[src/rtl/spi_flash_responder.sv]
// SPI mode-0 boot-flash responder: oversamples CEN/SCLK/MOSI on clk, answers READ (0x03)
// from a byte-wide memory port and JEDEC ID (0x9F) from a parameter.
module spi_flash_responder #(
    parameter int unsigned ADDR_W   = 24,
    parameter logic [23:0] JEDEC_ID = 24'hEF4018
) (
    input  logic              clk,
    input  logic              rst_n,
    input  logic              spi_cen,
    input  logic              spi_sclk,
    input  logic              spi_mosi,
    output logic              spi_miso,
    output logic              mem_rd,
    output logic [ADDR_W-1:0] mem_addr,
    input  logic [7:0]        mem_rdata,
    input  logic              mem_ready,
    output logic              busy,
    output logic              underrun
);

    typedef enum logic [2:0] {StIdle, StCmd, StAddr, StData, StId, StIgnore} state_e;

    localparam logic [ADDR_W-1:0] AddrOne = 1;

    logic              cen_s1_q, cen_s2_q, cen_dly_q;
    logic              sclk_s1_q, sclk_s2_q, sclk_dly_q;
    logic              mosi_s1_q, mosi_s2_q;
    state_e            state_q, state_d;
    logic [4:0]        bit_cnt_q, bit_cnt_d;
    logic [23:0]       in_sr_q, in_sr_d;
    logic [7:0]        out_sr_q, out_sr_d;
    logic [7:0]        buf_q, buf_d;
    logic              buf_vld_q, buf_vld_d;
    logic              inc_q, inc_d;
    logic              miso_q, miso_d;
    logic              mem_rd_q, mem_rd_d;
    logic [ADDR_W-1:0] mem_addr_q, mem_addr_d;
    logic              busy_q, busy_d;
    logic              underrun_q, underrun_d;
    logic              sclk_rise, sclk_fall;
    logic [7:0]        load_byte;

    assign sclk_rise = sclk_s2_q & ~sclk_dly_q;
    assign sclk_fall = ~sclk_s2_q & sclk_dly_q;

    always_comb begin
        state_d    = state_q;
        bit_cnt_d  = bit_cnt_q;
        in_sr_d    = in_sr_q;
        out_sr_d   = out_sr_q;
        buf_d      = buf_q;
        buf_vld_d  = buf_vld_q;
        inc_d      = 1'b0;
        miso_d     = miso_q;
        mem_rd_d   = 1'b0;
        mem_addr_d = mem_addr_q;
        busy_d     = ~cen_s2_q;
        underrun_d = underrun_q;
        load_byte  = out_sr_q;

        // CEN high outranks any SCLK edge detected in the same cycle.
        if (cen_s2_q) begin
            state_d   = StIdle;
            miso_d    = 1'b1;
            buf_vld_d = 1'b0;
        end else begin
            unique case (state_q)
                StIdle: begin
                    if (cen_dly_q) begin
                        state_d   = StCmd;
                        bit_cnt_d = 5'd0;
                    end
                end
                StCmd: begin
                    if (sclk_rise) begin
                        in_sr_d   = {in_sr_q[22:0], mosi_s2_q};
                        bit_cnt_d = bit_cnt_q + 5'd1;
                        if (bit_cnt_q == 5'd7) begin
                            bit_cnt_d = 5'd0;
                            if (in_sr_d[7:0] == 8'h03) begin
                                state_d = StAddr;
                            end else if (in_sr_d[7:0] == 8'h9F) begin
                                state_d  = StId;
                                out_sr_d = JEDEC_ID[23:16];
                            end else begin
                                state_d = StIgnore;
                            end
                        end
                    end
                end
                StAddr: begin
                    if (sclk_rise) begin
                        in_sr_d   = {in_sr_q[22:0], mosi_s2_q};
                        bit_cnt_d = bit_cnt_q + 5'd1;
                        if (bit_cnt_q == 5'd23) begin
                            state_d    = StData;
                            bit_cnt_d  = 5'd0;
                            mem_rd_d   = 1'b1;
                            mem_addr_d = in_sr_d[ADDR_W-1:0];
                        end
                    end
                end
                StData: begin
                    if (inc_q) begin
                        mem_addr_d = mem_addr_q + AddrOne;
                        mem_rd_d   = 1'b1;
                    end
                    if (sclk_fall) begin
                        if (bit_cnt_q[2:0] == 3'd0) begin
                            load_byte  = buf_vld_q ? buf_q : 8'hFF;
                            underrun_d = underrun_q | ~buf_vld_q;
                            buf_vld_d  = 1'b0;
                            inc_d      = 1'b1;
                        end
                        miso_d    = load_byte[7];
                        out_sr_d  = {load_byte[6:0], 1'b0};
                        bit_cnt_d = bit_cnt_q + 5'd1;
                    end
                    // Capture after the load so a same-cycle load sees the old buffer.
                    if (mem_ready) begin
                        buf_d     = mem_rdata;
                        buf_vld_d = 1'b1;
                    end
                end
                StId: begin
                    if (sclk_fall) begin
                        if (bit_cnt_q < 5'd24) begin
                            miso_d    = out_sr_q[7];
                            out_sr_d  = {out_sr_q[6:0], 1'b0};
                            bit_cnt_d = bit_cnt_q + 5'd1;
                            if (bit_cnt_q[2:0] == 3'd7) begin
                                unique case (bit_cnt_q[4:3])
                                    2'd0:    out_sr_d = JEDEC_ID[15:8];
                                    2'd1:    out_sr_d = JEDEC_ID[7:0];
                                    default: out_sr_d = 8'h00;
                                endcase
                            end
                        end else begin
                            miso_d = 1'b0;
                        end
                    end
                end
                StIgnore: begin
                    miso_d = 1'b1;
                end
                default: state_d = StIdle;
            endcase
        end
    end

    always_ff @(posedge clk or negedge rst_n) begin
        if (!rst_n) begin
            cen_s1_q   <= 1'b1;
            cen_s2_q   <= 1'b1;
            cen_dly_q  <= 1'b1;
            sclk_s1_q  <= 1'b0;
            sclk_s2_q  <= 1'b0;
            sclk_dly_q <= 1'b0;
            mosi_s1_q  <= 1'b0;
            mosi_s2_q  <= 1'b0;
            state_q    <= StIdle;
            bit_cnt_q  <= 5'd0;
            in_sr_q    <= 24'd0;
            out_sr_q   <= 8'd0;
            buf_q      <= 8'd0;
            buf_vld_q  <= 1'b0;
            inc_q      <= 1'b0;
            miso_q     <= 1'b1;
            mem_rd_q   <= 1'b0;
            mem_addr_q <= '0;
            busy_q     <= 1'b0;
            underrun_q <= 1'b0;
        end else begin
            cen_s1_q   <= spi_cen;
            cen_s2_q   <= cen_s1_q;
            cen_dly_q  <= cen_s2_q;
            sclk_s1_q  <= spi_sclk;
            sclk_s2_q  <= sclk_s1_q;
            sclk_dly_q <= sclk_s2_q;
            mosi_s1_q  <= spi_mosi;
            mosi_s2_q  <= mosi_s1_q;
            state_q    <= state_d;
            bit_cnt_q  <= bit_cnt_d;
            in_sr_q    <= in_sr_d;
            out_sr_q   <= out_sr_d;
            buf_q      <= buf_d;
            buf_vld_q  <= buf_vld_d;
            inc_q      <= inc_d;
            miso_q     <= miso_d;
            mem_rd_q   <= mem_rd_d;
            mem_addr_q <= mem_addr_d;
            busy_q     <= busy_d;
            underrun_q <= underrun_d;
        end
    end

    assign spi_miso = miso_q;
    assign mem_rd   = mem_rd_q;
    assign mem_addr = mem_addr_q;
    assign busy     = busy_q;
    assign underrun = underrun_q;

endmodule

[config.mk]
export PLATFORM = sky130hd
export DESIGN_NAME = spi_flash_responder
export DESIGN_NICKNAME = d
export VERILOG_FILES = /design/src/rtl/spi_flash_responder.sv
export SDC_FILE = /design/constraint.sdc
export NUM_CORES = 1
export LEC_CHECK = 0
export ABC_CLOCK_PERIOD_IN_PS = 2200
export CAP_MARGIN = 20
export CELL_PAD_IN_SITES_DETAIL_PLACEMENT = 0
export CELL_PAD_IN_SITES_GLOBAL_PLACEMENT = 1
export CORE_ASPECT_RATIO = 0.7
export CORE_MARGIN = 2
export CORE_UTILIZATION = 45
export CTS_CLUSTER_SIZE = 25
export DETAILED_ROUTE_END_ITERATION = 10
export PLACE_DENSITY_LB_ADDON = 0.1
export SYNTH_ARGS = -nofsm -noshare
export SYNTH_HDL_FRONTEND = slang
export SYNTH_SLANG_ARGS = --single-unit
[constraint.sdc]
create_clock -name clk -period 2.2 [get_ports clk]
set_input_delay 0.33 -clock clk [delete_from_list [all_inputs] [get_ports clk]]
set_output_delay 0.33 -clock clk [all_outputs]
set_load 0.01 [all_outputs]
==> results of run 1 <==
[power by group through the flow]
| stage | clock, mW | sequential [mW] | combinational [mW] |
|---|---|---|---|
| after floorplan | 0 | 1.82 | 0.543 |
| after global placement | 0 | 1.85 | 0.766 |
| after detailed placement | 0 | 1.86 | 0.770 |
| after CTS | 1.44 | 1.83 | 0.777 |
| after global routing | 1.53 | 1.86 | 0.876 |
| final | 1.41 | 1.84 | 0.782 |
[logic make-up (layout without fill, tap and decap cells)]
kind of cell,count (synthesis),count (layout),share of synthesized area (%)
AND/OR/NAND/NOR,125,125,16.3
AO/OA/AOI/OAI,121,121,18.6
flip-flops,85,85,49.9
multiplexers,40,40,10.5
buffers and inverters,33,96,3.31
adder cells (fa/ha/maj),4,4,1.17
XOR/XNOR,1,1,0.205
[state kept, by name (all words and copies together) (netlist names), 3 cells and up]
register and flops:
mem_addr 24, buf_q 8, state_q 3, bit_cnt_q 5, in_sr_q 23, out_sr_q 8
[routing by layer]
metal	track usage, %	wire length (µm)
met4	6.03	102
met2	28.4	4100
met1	37.2	5710
met5	0	0
met3	5.12	634
[worst paths after layout]
kind	endpoint	start
max in group asynchronous	state_q[2]	rst_n
max	bit_cnt_q[4]	state_q[0]
min	mem_addr[3]	rst_n
min in group clk	cen_s2_q	cen_s1_q
max reg2reg	bit_cnt_q[4]	state_q[0]
min reg2reg	cen_s2_q	cen_s1_q
[cell usage after synthesis (all sizes together) (3+ instances only)]
| master | count | area share (%) |
|---|---|---|
| mux2 | 38 | 10 |
| nand2b | 12 | 1.8 |
| nor2 | 22 | 2.1 |
| or2 | 4 | 0.64 |
| dfrtp | 81 | 47 |
| nand3 | 16 | 1.9 |
| inv | 12 | 1.1 |
| ha | 4 | 1.2 |
| o221ai | 3 | 0.76 |
| nand4 | 7 | 1.0 |
| nand2 | 27 | 2.4 |
| o22ai | 9 | 1.3 |
| buf | 14 | 1.6 |
| dfstp | 4 | 2.5 |
| a221o | 6 | 1.4 |
| nor2b | 3 | 0.44 |
| and4 | 5 | 1.0 |
| o22a | 4 | 0.82 |
| clkbuf | 7 | 0.62 |
| o21ai | 29 | 3.4 |
| a21oi | 40 | 5.0 |
| a2bb2oi | 8 | 1.6 |
| and3 | 8 | 1.2 |
| nor3 | 8 | 1.1 |
[critical path: cells and delay by family (launching register included)]
| kind | cells | cell delay (ps) |
|---|---|---|
| buffers and inverters | 1 | 190 |
| AOI/OAI and AO/OA | 3 | 600 |
| DFF | 1 | 470 |
| and+or+nand+nor | 2 | 700 |
[stage by stage]
step                      hold WS, ps  total power, mW
after floorplan                  34.4             2.36
after CTS                        38.9             4.05
final                           -6.36             4.03
after detailed placement          345             2.63
after global routing             46.8             4.26
after global placement            332             2.62
[area by class of cell]
| cell class | count | share of cell area (%) |
|---|---|---|
| repair buffers | 68 | 12.4 |
| well taps | 124 | 2.95 |
| clock buffers | 9 | 4.28 |
| clock inverters | 7 | 0.976 |
| inverters | 12 | 0.857 |
| multi-input cells | 291 | 38.0 |
| flip-flops and latches | 85 | 40.6 |
[timing repair]
item,CTS,global route
gates resized for setup,0,1
setup buffers,0,2
endpoints found under the setup margin,0,7
==> summary.txt, run 1 <==
Worst setup path
  – Setup crit start kind: flip-flop
  – Setup slack, reg-to-reg: 120 ps
  – Critical Path Fanout Max: 8
  – Reg2Reg Depth: 6
  – Cell breakdown of the critical path: or3b_4 -> a21oi_2 -> o221ai_2 -> buf_4 -> or2_4 -> a211o_1
  – Endpoint arrival time on the critical path: 2300 ps
  – Endpoint class of the critical path: flip-flop
  – Endpoint required time on the critical path: 2420 ps
  – Crit Path Category: reg -> reg
  – Library cell contributing the largest single delay on the critical path: sky130_fd_sc_hd__dfrtp_1
  – Worst stage delay on the critical path: ~470 ps

Logic synthesis
  – Sequential-to-total area share from yosys stat: between 40% and 50%
  – Synthesis Warnings: 0
  – Async set-reset flop share out of synthesis: 100%
  – Yosys reg bits: 85
  – Net Count, Synth: approximately 430
  – Post-synth EDFFs: 0
  – Cell Area, Synth: roughly 0.0043 mm²
  – Post-Synthesis Mean Instance Area: 10.4 µm²
  – Count of mapped cells out of synthesis: between 400 and 500
  – Most common flop cell mapped by yosys: sky130_fd_sc_hd__dfrtp_1
  – Netlist cell types: 65

Die
  – Top Ports: 42
  – Number of placement rows: 29
  – Die Height: between 80 and 90 µm
  – Core area: a little over 0.009 mm²
  – Die W: between 100 and 150 µm
  – Starting Density: a little under half
  – Area enclosed by the die boundary: just over 0.01 mm²

Final layout
  – Number of diodes: 0
  – Core utilization of the finished layout: 57.5%
  – Area taken by multi-input logic gates: approximately 0.0020 mm²
  – Total non-filler cell area in the finished layout: around 0.0053 mm²
  – Sequential cell area: approximately 0.0021 mm²
  – Post-layout instance count excluding filler cells: 596
  – Share of cells above drive strength 1: 20.8%
  – Layout fillers: roughly 810
  – Layout net count: about 490
  – Synthesis-to-finish area growth: 23.1%
  – Commonest non-fill, non-tap cells in the layout: sky130_fd_sc_hd__dfrtp_1, sky130_fd_sc_hd__clkdlybuf4s50_1, sky130_fd_sc_hd__a21oi_1, sky130_fd_sc_hd__mux2_2, sky130_fd_sc_hd__o21ai_0
  – Most common cell after layout, fill and taps aside: sky130_fd_sc_hd__dfrtp_1

GRT
  – Residual overflow from global routing: 0
  – Global-route wire length before repair: about 18000 µm
  – Overall routing resource usage: between 20% and 30%
  – Pin count of the biggest net entering global routing: 86
  – Number of global-route vias before repair: 3233
  – Number of antenna violations at the first check in global routing: 0

Timing
  – Final Slew Violations: 0
  – Clock period minus worst slack: ~2100 ps
  – Worst relative slew slack: about 60%
  – Final WS setup: between 100 and 150 ps
  – Measured slew at the worst slew-check pin: between 600 and 700 ps
  – Accumulated negative setup slack: 0 ps
  – Hold Slack: -6.36 ps
  – Final hold viol count: 7
  – Final Setup Violations: 0
  – Highest Clock Rate: 481 MHz
  – Worst clock skew: a little over 8 ps
  – Post-route fraction of the period consumed by the critical path: a little over nine tenths

Power and ir drop
  – NetSw: 1.18 mW
  – Share of power burned in the clock network: about a third
  – Flop pwr share: ~46%
  – Highest ir drop seen on vdd: about 0.44 mV
  – Sw Ratio: 29.4%
  – Portion of total power attributed to combinational logic: 19.4%
  – Internal power: around 2.8 mW
  – Cell leakage power: ~2.3 nW
  – Power per cell area: about 770 mW/mm²

Routing
  – Vias per Instance: 5.79
  – Antenna violation net count after detailed routing: 0
  – Count of routing violations after the opening detailed-route iteration: between 200 and 250
  – Total length of routed wires: approximately 11000 µm
  – Wirelength per Cell: roughly 18 µm
  – Count of vias placed by the detailed router: 3448
  – Count of TritonRoute iterations in the first routing pass: 4
  – DRC violation count after routing: 0

Clocking
  – Num CTS Buffers: 9
  – Number of buffers on the longest clock path: 2
  – H-tree lvl count: 3
  – TritonCTS clock tree: built
  – Clock-pin slew of the registers on the worst-case setup and hold paths: ~70 ps
  – Cts hold-fix bufs: 0
  – Root buf cell: sky130_fd_sc_hd__clkbuf_16
  – Clk_lat worst skew: 340 ps
  – Clock sink count: 85

Placed design
  – Placement Cell Area: slightly below 0.005 mm²
  – GP Congestion: approximately 0.82
  – Pre-CTS setup slack: 139 ps
  – Placed insts: a little under 600
  – IO buf count: 41
  – Half-perimeter wire length after detailed placement: 7330 µm

Run status
  – Violations in the final reports: hold timing
  – Outcome: complete, but fails checks

Run
  – Max_cap viols: 0

Worst hold path
  – Classification of the worst-slack hold path: in -> async
No activity file was read; power rests on OpenSTA's default activity.
==> run 2: changes to the inputs <==
Settings changed: CAP_MARGIN 20 to 15, CORE_UTILIZATION 45 to 30.
==> summary.txt, run 2 (synthesis gave the netlist of run 1 again) <==
Run status
  – Outcome: finished clean

Clocking
  – Root buf cell: sky130_fd_sc_hd__clkbuf_16
  – Clock sink count: 85 (unchanged)
  – H-tree lvl count: 3 (unchanged)
  – Cts hold-fix bufs: 0 (unchanged)
  – Number of buffers on the longest clock path: 2 (unchanged)
  – Clk_lat worst skew: 340 ps (about the same)
  – Num CTS Buffers: 9 (unchanged)
  – TritonCTS clock tree: built
  – Clock-pin slew of the registers on the worst-case setup and hold paths: 70 ps (about the same)

Timing
  – Accumulated negative setup slack: 0 ps (unchanged)
  – Final WS setup: 193 ps (+72.0 ps)
  – Final Slew Violations: 0 (unchanged)
  – Final hold viol count: 0 (-7)
  – Setup repair after global routing missed its margin: false
  – Highest Clock Rate: 498 MHz (+3.6%)
  – Final Setup Violations: 0 (unchanged)
  – Post-route fraction of the period consumed by the critical path: 91.2% (-3.3 points)
  – Worst relative slew slack: 55.2% (-3.5 points)
  – Clock period minus worst slack: 2010 ps (-72.0 ps)
  – Worst clock skew: 10.3 ps (+2.10 ps)
  – Measured slew at the worst slew-check pin: 672 ps (+57.0 ps)

Power and ir drop
  – Sw Ratio: 30.3% (+0.94 points)
  – Highest ir drop seen on vdd: 0.460 mV (+4.0%)
  – Power per cell area: 773 mW/mm² (+0.99%)
  – NetSw: 1.26 mW (+6.9%)
  – Internal power: 2.91 mW (+2.2%)
  – Cell leakage power: 2.33 nW (+1.7%)
  – Final total power: 4.17 mW (+3.6%)
  – Share of power burned in the clock network: 35.9% (+0.9 points)
  – Flop pwr share: 43.6% (-2.0 points)
  – Portion of total power attributed to combinational logic: 20.6% (+1.2 points)

Worst setup path
  – Startpoint of the worst register-to-register path: state_q[0]
  – Worst stage delay on the critical path: 420 ps (-50 ps)
  – Endpoint class of the critical path: flip-flop
  – Endpoint arrival time on the critical path: 2230 ps (-70 ps)
  – Library cell contributing the largest single delay on the critical path: sky130_fd_sc_hd__dfrtp_1
  – Critical Path Fanout Max: 12 (+4)
  – Endpoint required time on the critical path: 2430 ps (about the same)
  – Cell breakdown of the critical path: buf_4 -> and3b_1 -> buf_4 -> and3_1 -> mux2_2
  – Setup crit start kind: flip-flop
  – Crit Path Category: reg -> reg
  – Worst R2R End: buf_q[6]
  – Top cell by count, worst path: sky130_fd_sc_hd__buf_4
  – Setup slack, reg-to-reg: 190 ps (+70 ps)
  – Reg2Reg Depth: 5 (-1)

Routing
  – DRC violation count after routing: 0 (unchanged)
  – Wirelength per Cell: 17.4 µm (-1.5%)
  – Count of TritonRoute iterations in the first routing pass: 4 (unchanged)
  – Total length of routed wires: 11600 µm (+10%)
  – Count of vias placed by the detailed router: 3418 (-0.87%)
  – Antenna violation net count after detailed routing: 0 (unchanged)
  – Count of routing violations after the opening detailed-route iteration: 280 (+12%)
  – Vias per Instance: 5.12 (-11%)

GRT
  – Number of global-route vias before repair: 3392 (+4.9%)
  – Number of antenna violations at the first check in global routing: 0 (unchanged)
  – Residual overflow from global routing: 0 (unchanged)
  – Global-route wire length before repair: 19300 µm (+8.1%)
  – Pin count of the biggest net entering global routing: 50 (-42%)
  – Overall routing resource usage: 15.9% (-6.4 points)

Worst hold path
  – Classification of the worst-slack hold path: in -> async

Die
  – Number of placement rows: 36 (+24%)
  – Die W: 147 µm (+22%)
  – Die Height: 104 µm (+21%)
  – Top Ports: 42 (unchanged)
  – Area enclosed by the die boundary: 0.0152 mm² (+48%)
  – Starting Density: 30.7% (-16 points)
  – Core area: 0.0139 mm² (+52%)

Final layout
  – Layout net count: 490 (+1.0%)
  – Number of diodes: 0 (unchanged)
  – Layout fillers: 1365 (+69%)
  – Total non-filler cell area in the finished layout: 0.00539 mm² (+2.6%)
  – Area taken by multi-input logic gates: 0.00200 mm² (unchanged)
  – Synthesis-to-finish area growth: 26.3%
  – Most common cell after layout, fill and taps aside: sky130_fd_sc_hd__dfrtp_1
  – Commonest non-fill, non-tap cells in the layout: sky130_fd_sc_hd__dfrtp_1, sky130_fd_sc_hd__clkdlybuf4s50_1, sky130_fd_sc_hd__a21oi_1, sky130_fd_sc_hd__mux2_2, sky130_fd_sc_hd__buf_4
  – Share of cells above drive strength 1: 21.6% (+0.83 points)
  – Sequential cell area: 0.00213 mm² (unchanged)
  – Max reg flops: 24 (unchanged)

Placed design
  – Pre-CTS setup slack: 106 ps (-32.8 ps)
  – GP Congestion: 0.754 (-8.4%)
  – IO buf count: 41 (unchanged)
  – Half-perimeter wire length after detailed placement: 8270 µm (+13%)
  – Placement Cell Area: 0.00508 mm² (+2.3%)

Run
  – Max_cap viols: 0 (unchanged)
run 2: cell count changes in the layout (fill, tap and decap cells not counted), sizes merged:
cell / delta
inv: +3
clkinvlp: -2
buf: +5
clkinv: -1
run 2: cell type report:
cell class              instances  share of cell area (%)
flip-flops and latches         85                    39.5
multi-input cells             291                    37.0
clock buffers                   9                    4.18
inverters                      12                   0.835
repair buffers                 73                    12.8
clock inverters                 7                    1.25
well taps                     190                    4.41
run 2: metrics by stage:
step	cells	utilization, %	hold WS (ps)
after global placement	650	36.5	337
after detailed placement	650	36.5	341
after global routing	667	38.8	61.5
after CTS	666	38.6	37.7
after floorplan	409	-	34.4
final	667	38.8	16.9
run 2: worst max-delay path by stage:
stage                       from          end
CTS                 bit_cnt_q[0]  out_sr_q[4]
finish                state_q[0]     buf_q[6]
floorplan             state_q[1]  out_sr_q[0]
detailed placement  bit_cnt_q[1]  out_sr_q[6]
global placement      state_q[2]  out_sr_q[5]
global route        bit_cnt_q[0]  out_sr_q[4]
run 2: critical path, delay by kind of cell, from the launching register on:
family / cells / cell delay [ps]
buffers and inverters: 2 / 400
flip-flops: 1 / 420
multiplexers: 1 / 380
AND/OR/NAND/NOR: 2 / 690
run 2: what timing repair did:
item | in CTS | in global routing
gates resized for setup | 0 | 2
setup endpoints to repair | 0 | 8
buffers inserted | 0 | 1
run 2: routing by layer:
layer / GRT usage, % / vias to the layer above / wire length (µm)
met2: 20.3 / 64 / 4590
li1: - / 1645 / -
met3: 3.52 / 6 / 469
met1: 26.7 / 1703 / 6500
met4: 2.77 / 0 / 69
met5: 0 / - / 0
run 2: power groups by stage:
stage | registers [mW] | clock network (mW) | logic, mW
6_report | 1.82 | 1.50 | 0.857
5_1_grt | 1.84 | 1.62 | 0.950
4_1_cts | 1.81 | 1.57 | 0.853
3_5_place_dp | 1.84 | 0 | 0.849
3_3_place_gp | 1.84 | 0 | 0.837
2_1_floorplan | 1.82 | 0 | 0.543
